===== config.mk =====
export PLATFORM = sky130hd
export DESIGN_NAME = cdb_arbiter_flat
export DESIGN_NICKNAME = d
export VERILOG_FILES = /design/src/rtl/cdb_arbiter_if.sv /design/src/rtl/cdb_arbiter.sv /design/src/flat_wrapper.sv
export SDC_FILE = /design/constraint.sdc
export NUM_CORES = 1
export LEC_CHECK = 0
export ABC_AREA = 1
export ABC_CLOCK_PERIOD_IN_PS = 1400
export CORE_MARGIN = 3
export CORE_UTILIZATION = 34
export CTS_CLUSTER_SIZE = 14
export DETAILED_ROUTE_END_ITERATION = 16
export GPL_TIMING_DRIVEN = 0
export PLACE_DENSITY = 0.72
export SLEW_MARGIN = 20
export SYNTH_ARGS = -nofsm -noshare
export SYNTH_HDL_FRONTEND = slang
export SYNTH_SLANG_ARGS = --single-unit

===== constraint.sdc =====
create_clock -name CLK -period 1.4 [get_ports CLK]
set_input_delay 0.14 -clock CLK [delete_from_list [all_inputs] [get_ports CLK]]
set_output_delay 0.14 -clock CLK [all_outputs]
set_load 0.02 [all_outputs]

===== src/rtl/cdb_arbiter_if.sv =====
// rtl/cdb_arbiter_if.sv - CDB request/grant and broadcast bus bundle
interface cdb_arbiter_if #(
   parameter int NUM_ISR        = 4,
   parameter int DATA_WIDTH     = 32,
   parameter int ROB_ENTRY_LOG2 = 2
);
   logic [NUM_ISR-1:0]                isr_request;
   logic [NUM_ISR*DATA_WIDTH-1:0]     isr_data;
   logic [NUM_ISR*ROB_ENTRY_LOG2-1:0] isr_id;
   logic [NUM_ISR-1:0]                isr_grant;
   logic                              flush;
   logic                              cdb_valid;
   logic [DATA_WIDTH-1:0]             cdb_data;
   logic [ROB_ENTRY_LOG2-1:0]         cdb_id;

   modport master (
      output isr_request, isr_data, isr_id, flush,
      input  isr_grant, cdb_valid, cdb_data, cdb_id
   );

   modport slave (
      input  isr_request, isr_data, isr_id, flush,
      output isr_grant, cdb_valid, cdb_data, cdb_id
   );
endinterface


===== src/rtl/cdb_arbiter.sv =====
// rtl/cdb_arbiter.sv - round-robin CDB arbiter with registered result broadcast
module cdb_arbiter #(
   parameter int NUM_ISR        = 4,
   parameter int DATA_WIDTH     = 32,
   parameter int ROB_ENTRY      = 4,
   parameter int ROB_ENTRY_LOG2 = $clog2(ROB_ENTRY),
   parameter int PTR_W          = $clog2(NUM_ISR)
) (
   input  logic         CLK,
   input  logic         RSTN,
   cdb_arbiter_if.slave bus
);
   logic [PTR_W-1:0]          rr_ptr;
   logic [PTR_W-1:0]          win_idx;
   logic [PTR_W-1:0]          next_ptr;
   logic [NUM_ISR-1:0]        req_eff;
   logic [NUM_ISR-1:0]        grant;
   logic                      found;
   logic [DATA_WIDTH-1:0]     win_data;
   logic [ROB_ENTRY_LOG2-1:0] win_id;

   // Pass 0 covers issuers at or above rr_ptr, pass 1 the wrapped-around ones below it.
   always_comb begin
      grant    = '0;
      found    = 1'b0;
      win_idx  = '0;
      win_data = '0;
      win_id   = '0;
      req_eff  = bus.flush ? '0 : bus.isr_request;
      for (int pass = 0; pass < 2; pass++) begin
         for (int i = 0; i < NUM_ISR; i++) begin
            if (!found && req_eff[i] && ((pass == 0) == (PTR_W'(i) >= rr_ptr))) begin
               found    = 1'b1;
               grant[i] = 1'b1;
               win_idx  = PTR_W'(i);
               win_data = bus.isr_data[i*DATA_WIDTH +: DATA_WIDTH];
               win_id   = bus.isr_id[i*ROB_ENTRY_LOG2 +: ROB_ENTRY_LOG2];
            end
         end
      end
   end

   assign next_ptr      = (win_idx == PTR_W'(NUM_ISR-1)) ? '0 : win_idx + 1'b1;
   assign bus.isr_grant = grant;

   always_ff @(posedge CLK or negedge RSTN) begin
      if (!RSTN) begin
         rr_ptr        <= '0;
         bus.cdb_valid <= 1'b0;
         bus.cdb_data  <= '0;
         bus.cdb_id    <= '0;
      end else begin
         bus.cdb_valid <= found;
         if (found) begin
            rr_ptr       <= next_ptr;
            bus.cdb_data <= win_data;
            bus.cdb_id   <= win_id;
         end
      end
   end

   a_grant_onehot: assert property (@(posedge CLK) disable iff (!RSTN)
      $onehot0(bus.isr_grant));
   a_grant_has_req: assert property (@(posedge CLK) disable iff (!RSTN)
      (bus.isr_grant & ~bus.isr_request) == '0);
   // Issuers may drop requests only once granted, or on flush.
   a_req_stable: assert property (@(posedge CLK) disable iff (!RSTN)
      !bus.flush |=> ((($past(bus.isr_request) & ~$past(bus.isr_grant)) & ~bus.isr_request) == '0));
endmodule


===== src/flat_wrapper.sv =====
// flat-port wrapper written by rule: the top's interface ports become plain ports
module cdb_arbiter_flat 
#(
   parameter int NUM_ISR        = 4,
   parameter int DATA_WIDTH     = 32,
   parameter int ROB_ENTRY      = 4,
   parameter int ROB_ENTRY_LOG2 = $clog2(ROB_ENTRY),
   parameter int PTR_W          = $clog2(NUM_ISR)
)
  (CLK, RSTN, bus_isr_request, bus_isr_data, bus_isr_id, bus_flush, bus_isr_grant, bus_cdb_valid, bus_cdb_data, bus_cdb_id);
  cdb_arbiter_if #(.NUM_ISR(NUM_ISR), .DATA_WIDTH(DATA_WIDTH), .ROB_ENTRY_LOG2(ROB_ENTRY_LOG2)) bus_i ();
  input  logic CLK;
  input  logic RSTN;
  input wire logic [$bits(bus_i.isr_request)-1:0] bus_isr_request;
  input wire logic [$bits(bus_i.isr_data)-1:0] bus_isr_data;
  input wire logic [$bits(bus_i.isr_id)-1:0] bus_isr_id;
  input wire logic [$bits(bus_i.flush)-1:0] bus_flush;
  output wire logic [$bits(bus_i.isr_grant)-1:0] bus_isr_grant;
  output wire logic [$bits(bus_i.cdb_valid)-1:0] bus_cdb_valid;
  output wire logic [$bits(bus_i.cdb_data)-1:0] bus_cdb_data;
  output wire logic [$bits(bus_i.cdb_id)-1:0] bus_cdb_id;
  assign bus_i.isr_request = bus_isr_request;
  assign bus_i.isr_data = bus_isr_data;
  assign bus_i.isr_id = bus_isr_id;
  assign bus_i.flush = bus_flush;
  assign bus_isr_grant = bus_i.isr_grant;
  assign bus_cdb_valid = bus_i.cdb_valid;
  assign bus_cdb_data = bus_i.cdb_data;
  assign bus_cdb_id = bus_i.cdb_id;
  cdb_arbiter #(.NUM_ISR(NUM_ISR), .DATA_WIDTH(DATA_WIDTH), .ROB_ENTRY(ROB_ENTRY), .ROB_ENTRY_LOG2(ROB_ENTRY_LOG2), .PTR_W(PTR_W)) u_core (.CLK(CLK), .RSTN(RSTN), .bus(bus_i));
endmodule

Word-level counts from Yosys, hierarchy flattened
Cells that the tools add are included.
Word-level totals
  bits in registers: 37
  bits of input ports: 143
  output and inout port bits: 39
Operators by class
  $add $sub $neg: 1
  order comparisons: 4
  equal/unequal tests: 1
  mux-type cells: 40
  bitwise operators: 4
  reductions and logical operators: 22
Operator list (number)
  32-bit 2-to-1 mux: 8
  2-bit 2-to-1 mux: 15
  1-bit 2-to-1 mux: 16
  1-bit logical AND: 15
  1-bit zero test: 7
  1-bit by 2-bit >= comparator with 1-bit output, first input constant: 2
  2-bit >= comparator, first input constant: 2
  4-bit 2-to-1 mux: 1
  1-bit inverter: 4
  2-bit by 1-bit adder with 2-bit output, second input constant: 1
  2-bit equality test, second input constant: 1

Depth between registers and ports, before layout
Gate-level depths: netlist of the first run.
  depth after elaboration: 33
  depth in mapped cells: 10

Worst setup path before layout of the first run
Ideal clock, no wire load.
  kind: register -> register
  start: register u_core.rr_ptr[1]
  end: register u_core.rr_ptr[1]
  setup time: 76 ps
  arrival: 1395 ps
  required time: 1324 ps
  slack: -71 ps
  cell stages (with the launch flop): 9
  clock period less this slack: 1471 ps
  cells stage by stage: dfrtp_1 nand2_1 nand3_2 nand3_2 nor2_4 nand3_1 nand2_1 nor2_1 o21ai_1
Between the ends
  cells in the longest elaborated chain, start to end: 33
  elaborated cells on any way between the ends: 48
  classes of those cells: 1 x add/sub; 4 x order compare; 1 x eq/ne; 16 x mux; 4 x bitwise; 22 x reduce/logical
RTL lines
  from (decl): RTL line cdb_arbiter.sv:13  | logic [PTR_W-1:0] rr_ptr;
  from (signal assigned): RTL line cdb_arbiter.sv:55  | rr_ptr <= next_ptr;
  1-bit by 2-bit >= comparator with 1-bit output: RTL line cdb_arbiter.sv:32  | if (!found && req_eff[i] && ((pass == 0) == (PTR_W'(i) >= rr_ptr))) begin
  1-bit logical AND: RTL line cdb_arbiter.sv:32
  1-bit 2-to-1 mux: RTL line cdb_arbiter.sv:32
  1-bit zero test: RTL line cdb_arbiter.sv:32
  1-bit logical AND (2 in series): RTL line cdb_arbiter.sv:32
  1-bit 2-to-1 mux: RTL line cdb_arbiter.sv:32
  1-bit zero test: RTL line cdb_arbiter.sv:32
  1-bit logical AND (2 in series): RTL line cdb_arbiter.sv:32
  [... 13 more ...]
  1-bit zero test: RTL line cdb_arbiter.sv:32
  1-bit logical AND (2 in series): RTL line cdb_arbiter.sv:32
  1-bit 2-to-1 mux: RTL line cdb_arbiter.sv:32
  1-bit zero test: RTL line cdb_arbiter.sv:32
  1-bit logical AND (2 in series): RTL line cdb_arbiter.sv:32
  2-bit 2-to-1 mux: RTL line cdb_arbiter.sv:32
  2-bit by 1-bit adder with 2-bit output / 2-bit equality test (equally long branches): RTL line cdb_arbiter.sv:43  | assign next_ptr = (win_idx == PTR_W'(NUM_ISR-1)) ? '0 : win_idx + 1'b1;
  2-bit 2-to-1 mux: RTL line cdb_arbiter.sv:43
Parallel ways exist; a longest one is shown, timed or not.
A chain may end at the register's enable or synchronous reset.

Worst setup path in the final report of the first run
  start: input bus_isr_request[1]
  end: register u_core.bus.cdb_data[27]
Between the ends
  cells in the longest elaborated chain, start to end: 28
  elaborated cells on any way between the ends: 35
  classes of those cells: 15 x mux; 20 x reduce/logical
RTL lines
  from (decl): RTL line flat_wrapper.sv:14  | input wire logic [$bits(bus_i.isr_request)-1:0] bus_isr_request;
  4-bit 2-to-1 mux *: RTL line cdb_arbiter.sv:29  | req_eff = bus.flush ? '0 : bus.isr_request;
  1-bit logical AND (2 in series): RTL line cdb_arbiter.sv:32
  1-bit 2-to-1 mux: RTL line cdb_arbiter.sv:32
  1-bit zero test: RTL line cdb_arbiter.sv:32
  1-bit logical AND (2 in series): RTL line cdb_arbiter.sv:32
  1-bit 2-to-1 mux: RTL line cdb_arbiter.sv:32
  1-bit zero test: RTL line cdb_arbiter.sv:32
  1-bit logical AND (2 in series): RTL line cdb_arbiter.sv:32
  [... 6 more ...]
  1-bit logical AND (2 in series): RTL line cdb_arbiter.sv:32
  1-bit 2-to-1 mux: RTL line cdb_arbiter.sv:32
  1-bit zero test: RTL line cdb_arbiter.sv:32
  1-bit logical AND (2 in series): RTL line cdb_arbiter.sv:32
  1-bit 2-to-1 mux: RTL line cdb_arbiter.sv:32
  1-bit zero test: RTL line cdb_arbiter.sv:32
  1-bit logical AND (2 in series): RTL line cdb_arbiter.sv:32
  32-bit 2-to-1 mux / 1-bit 2-to-1 mux (equally long branches): RTL line cdb_arbiter.sv:32
  to (signal assigned): RTL line cdb_arbiter.sv:56  | bus.cdb_data <= win_data;
  to (decl): RTL line cdb_arbiter_if.sv:23  | output isr_grant, cdb_valid, cdb_data, cdb_id
Every way passes the cells marked *; elsewhere a longest branch is shown, timed or not.

==> results.tsv, run 1 <==
stage	metric	value	unit
setup_path	crit_path_cell_trace	clkdlybuf4s50_1 -> nand2_2 -> nor2_4 -> buf_4 -> clkbuf_1 -> nand3_1 -> nand4_1	
cells_and_area	layout-drive-gt1-share	15.2	%
power_and_ir_drop	p_comb_share	61.9	%
cts	clk_latency	300	ps
yosys	synthArstFlopShare	100	%
floorplan	die_w	110	µm
cts	cts_root_buf	clkbuf_8	
setup_path	arrival	2020	ps
floorplan	pin_count	182	
power_and_ir_drop	clkPwrFrac	12.7	%
global_route	overflow	0	
worst_hold_path	min_path_type	input pin to async pin	
sta	slew_viol_final	0	
yosys	ys.warnings.count	0	
yosys	yosys_most_used_dff	dfrtp_1	
power_and_ir_drop	p_int	3650	µW
power_and_ir_drop	powerDensity	1040	nW/µm²
yosys	syn-cell-area	3660	µm²
routing	firstDrtPassIters	6	
cts	cts_buffers	5	
setup_path	ff2ff_path_depth	11	
run_status	violations	negative setup slack	
place	pre_cts_ws	-1080	ps
setup_path	rr_endpoint	u_core.bus.cdb_data[20]	
sta	max_slew.worst_pin.slew	592	ps
cts	htreeDepth	2	
global_route	grtUsageTotal	28.2	%
setup_path	rr_startpoint	u_core.rr_ptr[1]	
sta	relSlewSlack	60.5	%
yosys	ys_seq_area_share	25.3	%
sta	holdWs	264	ps
setup_path	criticalPathCategory	input pin to flop	
cells_and_area	instances_no_fill	997	
routing	initialDrtViolationCount	478	
power_and_ir_drop	vdd_drop_max	0.737	mV
place	numPlacedInstances	949	
setup_path	crit_required	1620	ps
cells_and_area	nets	1003	
setup_path	critical_path.max_stage_delay	580	ps
power_and_ir_drop	p_sw	3100	µW
global_route	grt_pass1_vias	5299	
place	place_hpwl	11700	µm
cells_and_area	final_cell_mix	139 x nor2_1, 139 x clkdlybuf4s50_1, 132 x nand2_1, 96 x nand4_1, 70 x inv_1	
sta	finalCritPeriodShare	128	%
sta	setup_ws	-397	ps
routing	ant_nets	0	
yosys	synth_nets	774	
floorplan	rows	37	
floorplan	die_area	12000	µm²
cells_and_area	area_growth	76.6	%
yosys	syn_area_per_cell	5.80	µm²
yosys	ys_types	22	
place	port_buffers	181	
cells_and_area	fillerInstances	958	
sta	min_period	1800	ps
yosys	netlist_instances	631	
yosys	synth_edf_count	0	
setup_path	end_kind	flop	
global_route	antenna_found_initial	0	
power_and_ir_drop	sw_frac_of_total	45.9	%
global_route	grt_pass1_wl	26700	µm
setup_path	r2r_slack	-400	ps
routing	vias	5386	
cts	cts_num_sinks	37	
sta	skew	16.4	ps
flow_run	maxCapViolations	0	
sta	rsz0062_at_grt	yes	
routing	drc	0	
power_and_ir_drop	pwr-share-seq	25.3	%
floorplan	die_y	110	µm
run_status	status	complete, but fails checks	
cts	clk_pin_slew	90	ps
place	gp_congestion	0.960	
setup_path	critPathLaunchType	input pin	
routing	drt_wl_total	17700	µm
floorplan	core_area	10400	µm²
routing	viasPerCell	5.40	
cts	clock_path_buffers	2	
sta	max_freq	556	MHz
floorplan	start_util	35.1	%
global_route	grt_start_max_net_pins	26	
routing	avgRoutedWirePerCell	17.8	µm
setup_path	crit_path_top_delay_cell	clkdlybuf4s50_1	
sta	setup_violations	41	
cts	cts_tree	done	
power_and_ir_drop	leakage	0.00322	µW
sta	hold_viol_final	0	
setup_path	path_max_fanout	10	
yosys	ys_ff_latch	37	
cells_and_area	antennaDiodeCount	0	
==> cells by family after synthesis <==
logic type,count (synthesis),share of synthesized area [%]
buf+inv,119,13.7
compound gates,6,0.820
simple gates,469,60.2
flops,37,25.3
==> cells in the mapped netlist, types with 2 or more instances <==
library cell,n,area [µm²]
a21oi_1,3,15.0
buf_2,16,80.1
buf_4,9,67.6
clkbuf_1,16,60.1
dfrtp_1,37,926
inv_1,74,278
inv_2,3,11.3
nand2_1,143,537
nand2_2,2,12.5
nand3_1,73,365
nand3_2,3,30.0
nand4_1,96,601
nand4_2,2,25.0
nor2_1,141,529
nor2_2,2,12.5
nor2_4,4,45.0
o21ai_0,2,10.0
==> state kept, by name, indices dropped and copies added (netlist names) <==
register,flops
u_core.rr_ptr,2
u_core.bus.cdb_valid,1
u_core.bus.cdb_data,32
u_core.bus.cdb_id,2
==> timing repair <==
item	in CTS	in global routing
buffers inserted	27	7
hold endpoints to repair	12	0
setup endpoints to repair	75	42
gates cloned	3	2
pin swaps	33	5
hold buffers	1	0
gates resized for setup	132	14
==> worst max-delay path: cells and delay by family <==
| kind | cells | cell delay [ps] |
|---|---|---|
| AND/OR/NAND/NOR | 4 | 660 |
| buffers and inverters | 3 | 1220 |
==> stage by stage <==
| step | total power [µW] | TNS, ps | util, % | area, µm² |
|---|---|---|---|---|
| floorplan | 3640 | -477 | - | 3730 |
| global placement | 5380 | -66550 | 54.9 | 5710 |
| detailed placement | 5440 | -31260 | 55.0 | 5730 |
| CTS | 6510 | -10850 | 60.7 | 6320 |
| global route | 7130 | -16260 | 62.1 | 6460 |
| finish | 6750 | -13550 | 62.1 | 6460 |
==> power by group through the flow <==
stage	Sequential, µW	Combinational (µW)	Clock [µW]
2_1_floorplan	2140	1500	0
3_3_place_gp	1710	3670	0
3_5_place_dp	1700	3740	0
4_1_cts	1700	3950	864
5_1_grt	1760	4460	916
6_report	1710	4180	859
==> metal layers <==
layer / global-route usage, % / wire length, µm / vias up / share of wire [%]
met4: 10.2 / 436 / 0 / 2.5
met3: 5.64 / 1850 / 45 / 10
met2: 46.7 / 8410 / 353 / 47
met5: 0 / 0 / - / 0
met1: 36.2 / 7010 / 2462 / 40
li1: - / - / 2526 / -
==> worst max path at each step <==
stage	start	end	slack, ps	depth (start not counted)
final	bus_isr_request[1]	u_core.bus.cdb_data[27]	-400	7
after detailed placement	bus_flush	bus_isr_grant[2]	-1080	8
after CTS	u_core.rr_ptr[1]	bus_isr_grant[2]	-310	6
after floorplan	u_core.rr_ptr[1]	u_core.bus.cdb_data[11]	-20	9
after global routing	u_core.rr_ptr[1]	u_core.bus.cdb_data[27]	-480	11
after global placement	bus_flush	bus_isr_grant[2]	-1070	8
==> layout make-up <==
class	instances	area, µm²	share of cell area (%)
Multi-Input combinational cell	475	2410	37.3
Timing Repair Buffer	222	2220	34.3
Sequential cell	37	928	14.4
Buffer	42	347	5.36
Inverter	77	294	4.55
Tap cell	136	170	2.63
Clock buffer	6	82.6	1.28
Clock inverter	2	13.8	0.213
(Power assumes the default switching activity.)
==> run 2, diff against run 1 <==
--- a/config.mk
+++ b/config.mk
@@ -7,6 +7,7 @@
 export LEC_CHECK = 0
 export ABC_AREA = 1
 export ABC_CLOCK_PERIOD_IN_PS = 1400
+export CORE_ASPECT_RATIO = 1.75
 export CORE_MARGIN = 3
 export CORE_UTILIZATION = 34
 export CTS_CLUSTER_SIZE = 14
==> results.tsv, run 2 (synthesis results as in run 1) <==
stage	metric	value	unit	change
run_status	status	complete, but fails checks		
run_status	violations	negative setup slack		
sta	setup_ws	-375	ps	+21.8 ps
routing	drc	0		unchanged
sta	rsz0062_at_grt	yes		
cts	cts_tree	done		
cts	clock_path_buffers	2		unchanged
cts	clk_latency	290	ps	about the same
floorplan	pin_count	182		unchanged
cts	htreeDepth	2		unchanged
place	gp_congestion	0.914		-4.8%
power_and_ir_drop	powerDensity	1100	nW/µm²	+5.1%
cts	cts_buffers	5		unchanged
cells_and_area	area_growth	79.2	%	
floorplan	start_util	35.1	%	about the same
global_route	grt_pass1_vias	5474		+3.3%
sta	max_freq	563	MHz	+1.2%
sta	relSlewSlack	62.8	%	+2.3 points
cells_and_area	regMostFlops	u_core.bus.cdb_data		
routing	avgRoutedWirePerCell	18.2	µm	+2.4%
routing	firstDrtPassIters	5		-1
worst_hold_path	min_path_type	input pin to async pin		
routing	initialDrtViolationCount	401		-16%
place	dpl_cell_area	5730	µm²	about the same
global_route	use_met3	4.62	%	-1.0 points
cells_and_area	fillerInstances	942		-1.7%
sta	setup_violations	41		unchanged
flow_run	maxCapViolations	0		unchanged
place	numPlacedInstances	940		-0.95%
setup_path	crit_path_top_delay_cell	dfrtp_2		
global_route	antenna_found_initial	0		unchanged
cells_and_area	instances_no_fill	983		-1.4%
cts	cts_num_sinks	37		unchanged
cells_and_area	final_cell_mix	141 x clkdlybuf4s50_1, 140 x nor2_1, 115 x nand2_1, 96 x nand4_1, 71 x inv_1		
setup_path	critPathLaunchType	flop		
global_route	top_usage_layer	met2		
place	pre_cts_ws	-1120	ps	-38.1 ps
setup_path	crit_required	1560	ps	-60 ps
setup_path	crit_path_cell_trace	nor2_2 -> nand2_2 -> buf_6 -> buf_6 -> clkbuf_16 -> nand3_2 -> nand2_1 -> nor2_1 -> nand2_1 -> nor2_1 -> nand4_1		
cts	clk_pin_slew	60	ps	-30 ps
setup_path	arrival	1930	ps	-90 ps
sta	slew_viol_final	0		unchanged
cells_and_area	final_common_cell	clkdlybuf4s50_1		
routing	viasPerCell	5.64		+4.5%
global_route	grt_use_met2	49.5	%	+2.8 points
cts	cts_root_buf	clkbuf_16		
global_route	grt_pass1_wl	26500	µm	-0.83%
global_route	grt_start_max_net_pins	20		-23%
global_route	grtUsageTotal	27.2	%	-0.97 points
sta	max_slew.worst_pin.slew	558	ps	-33.8 ps
floorplan	die_area	12100	µm²	+0.40%
setup_path	critical_path.max_stage_delay	460	ps	-120 ps
sta	finalCritPeriodShare	127	%	-1.6 points
routing	ant_nets	0		unchanged
power_and_ir_drop	vdd_drop_max	0.588	mV	-20%
floorplan	core_area	10400	µm²	about the same
global_route	use_met1	29.8	%	-6.5 points
cells_and_area	final_util	62.9	%	+0.85 points
setup_path	end_kind	flop		
routing	drt_wl_total	17900	µm	+0.92%
place	port_buffers	181		unchanged
cells_and_area	reg_top3	u_core.bus.cdb_data (32), u_core.bus.cdb_id (2), u_core.rr_ptr (2)		
power_and_ir_drop	leakage	0.00341	µW	+5.8%
place	place_hpwl	12200	µm	+4.5%
cells_and_area	largest_reg_flops	32		unchanged
routing	vias	5549		+3.0%
global_route	overflow	0		unchanged
sta	skew	2.76	ps	-13.7 ps
setup_path	criticalPathCategory	flop to flop		
floorplan	die_w	84.4	µm	-23%
cells_and_area	layout-drive-gt1-share	17.1	%	+1.8 points
floorplan	die_y	143	µm	+31%
floorplan	rows	49		+32%
setup_path	path_max_fanout	5		-5
cells_and_area	nets	998		-0.50%
cells_and_area	design_area	6560	µm²	+1.4%
sta	min_period	1780	ps	-21.8 ps
cells_and_area	antennaDiodeCount	0		unchanged
sta	hold_viol_final	0		unchanged
[run 2: cell types whose count changed in the layout (fill, tap and decap cells not counted), sizes merged]
cell	change
clkbuf	+5
clkdlybuf4s50	+2
dlygate4sd2	-17
dlymetal6s2s	+15
buf	-10
[run 2: area by class of cell]
type	count	area [µm²]	share of cell area, %
multi-input combinational	475	2460	37.5
timing repair buffer	217	2230	34.1
sequential	37	928	14.2
buffer	42	348	5.30
inverter	77	294	4.48
tap	127	159	2.42
clock buffer	6	129	1.97
clock inverter	2	10.0	0.153
[run 2: path summary, 6_finish.rpt]
| path | from | to | slack (ps) | cells after the start |
|---|---|---|---|---|
| max reg2reg | u_core.rr_ptr[1] | u_core.bus.cdb_data[29] | -380 | 11 |
| min in group CLK | u_core.bus.cdb_data[31] | u_core.bus.cdb_data[31] | 480 | 2 |
| max | u_core.rr_ptr[1] | u_core.bus.cdb_data[29] | -380 | 11 |
| min | RSTN | u_core.bus.cdb_valid | 370 | 2 |
| max in group asynchronous | RSTN | u_core.rr_ptr[0] | 530 | 3 |
| min reg2reg | u_core.bus.cdb_data[31] | u_core.bus.cdb_data[31] | 480 | 2 |
[run 2: metrics by stage]
step	TNS, ps	hold WS (ps)	total power (µW)
after floorplan	-477	-156	3640
after global placement	-67140	473	5410
after detailed placement	-32280	157	5460
after CTS	-10980	394	6770
after global routing	-15300	418	7550
final	-11810	369	7190
[run 2: critical path, delay by kind of cell, from the launching register on]
family | cells | cell delay [ps]
buffers and inverters | 3 | 430
DFF | 1 | 460
and+or+nand+nor | 8 | 760
[run 2: repair_timing]
item,4_1_cts,5_1_grt
gates resized for setup,76,87
pin swaps,13,32
hold endpoints to repair,18,0
hold buffers,1,0
endpoints found under the setup margin,58,57
setup buffers,26,3
cloned,0,5
[run 2: power by group]
| group | internal [µW] | leakage [µW] | switching (µW) |
|---|---|---|---|
| Clock | 656 | 0.0000706 | 500 |
| Sequential | 1460 | 0.000449 | 316 |
| Combinational | 1890 | 0.00289 | 2370 |
| Total | 4010 | 0.00341 | 3190 |
[run 2: metal layers]
metal	share of wire (%)	vias up
li1	-	2526
met1	34	2552
met2	52	388
met3	8.6	83
met4	5.7	0
met5	0	-
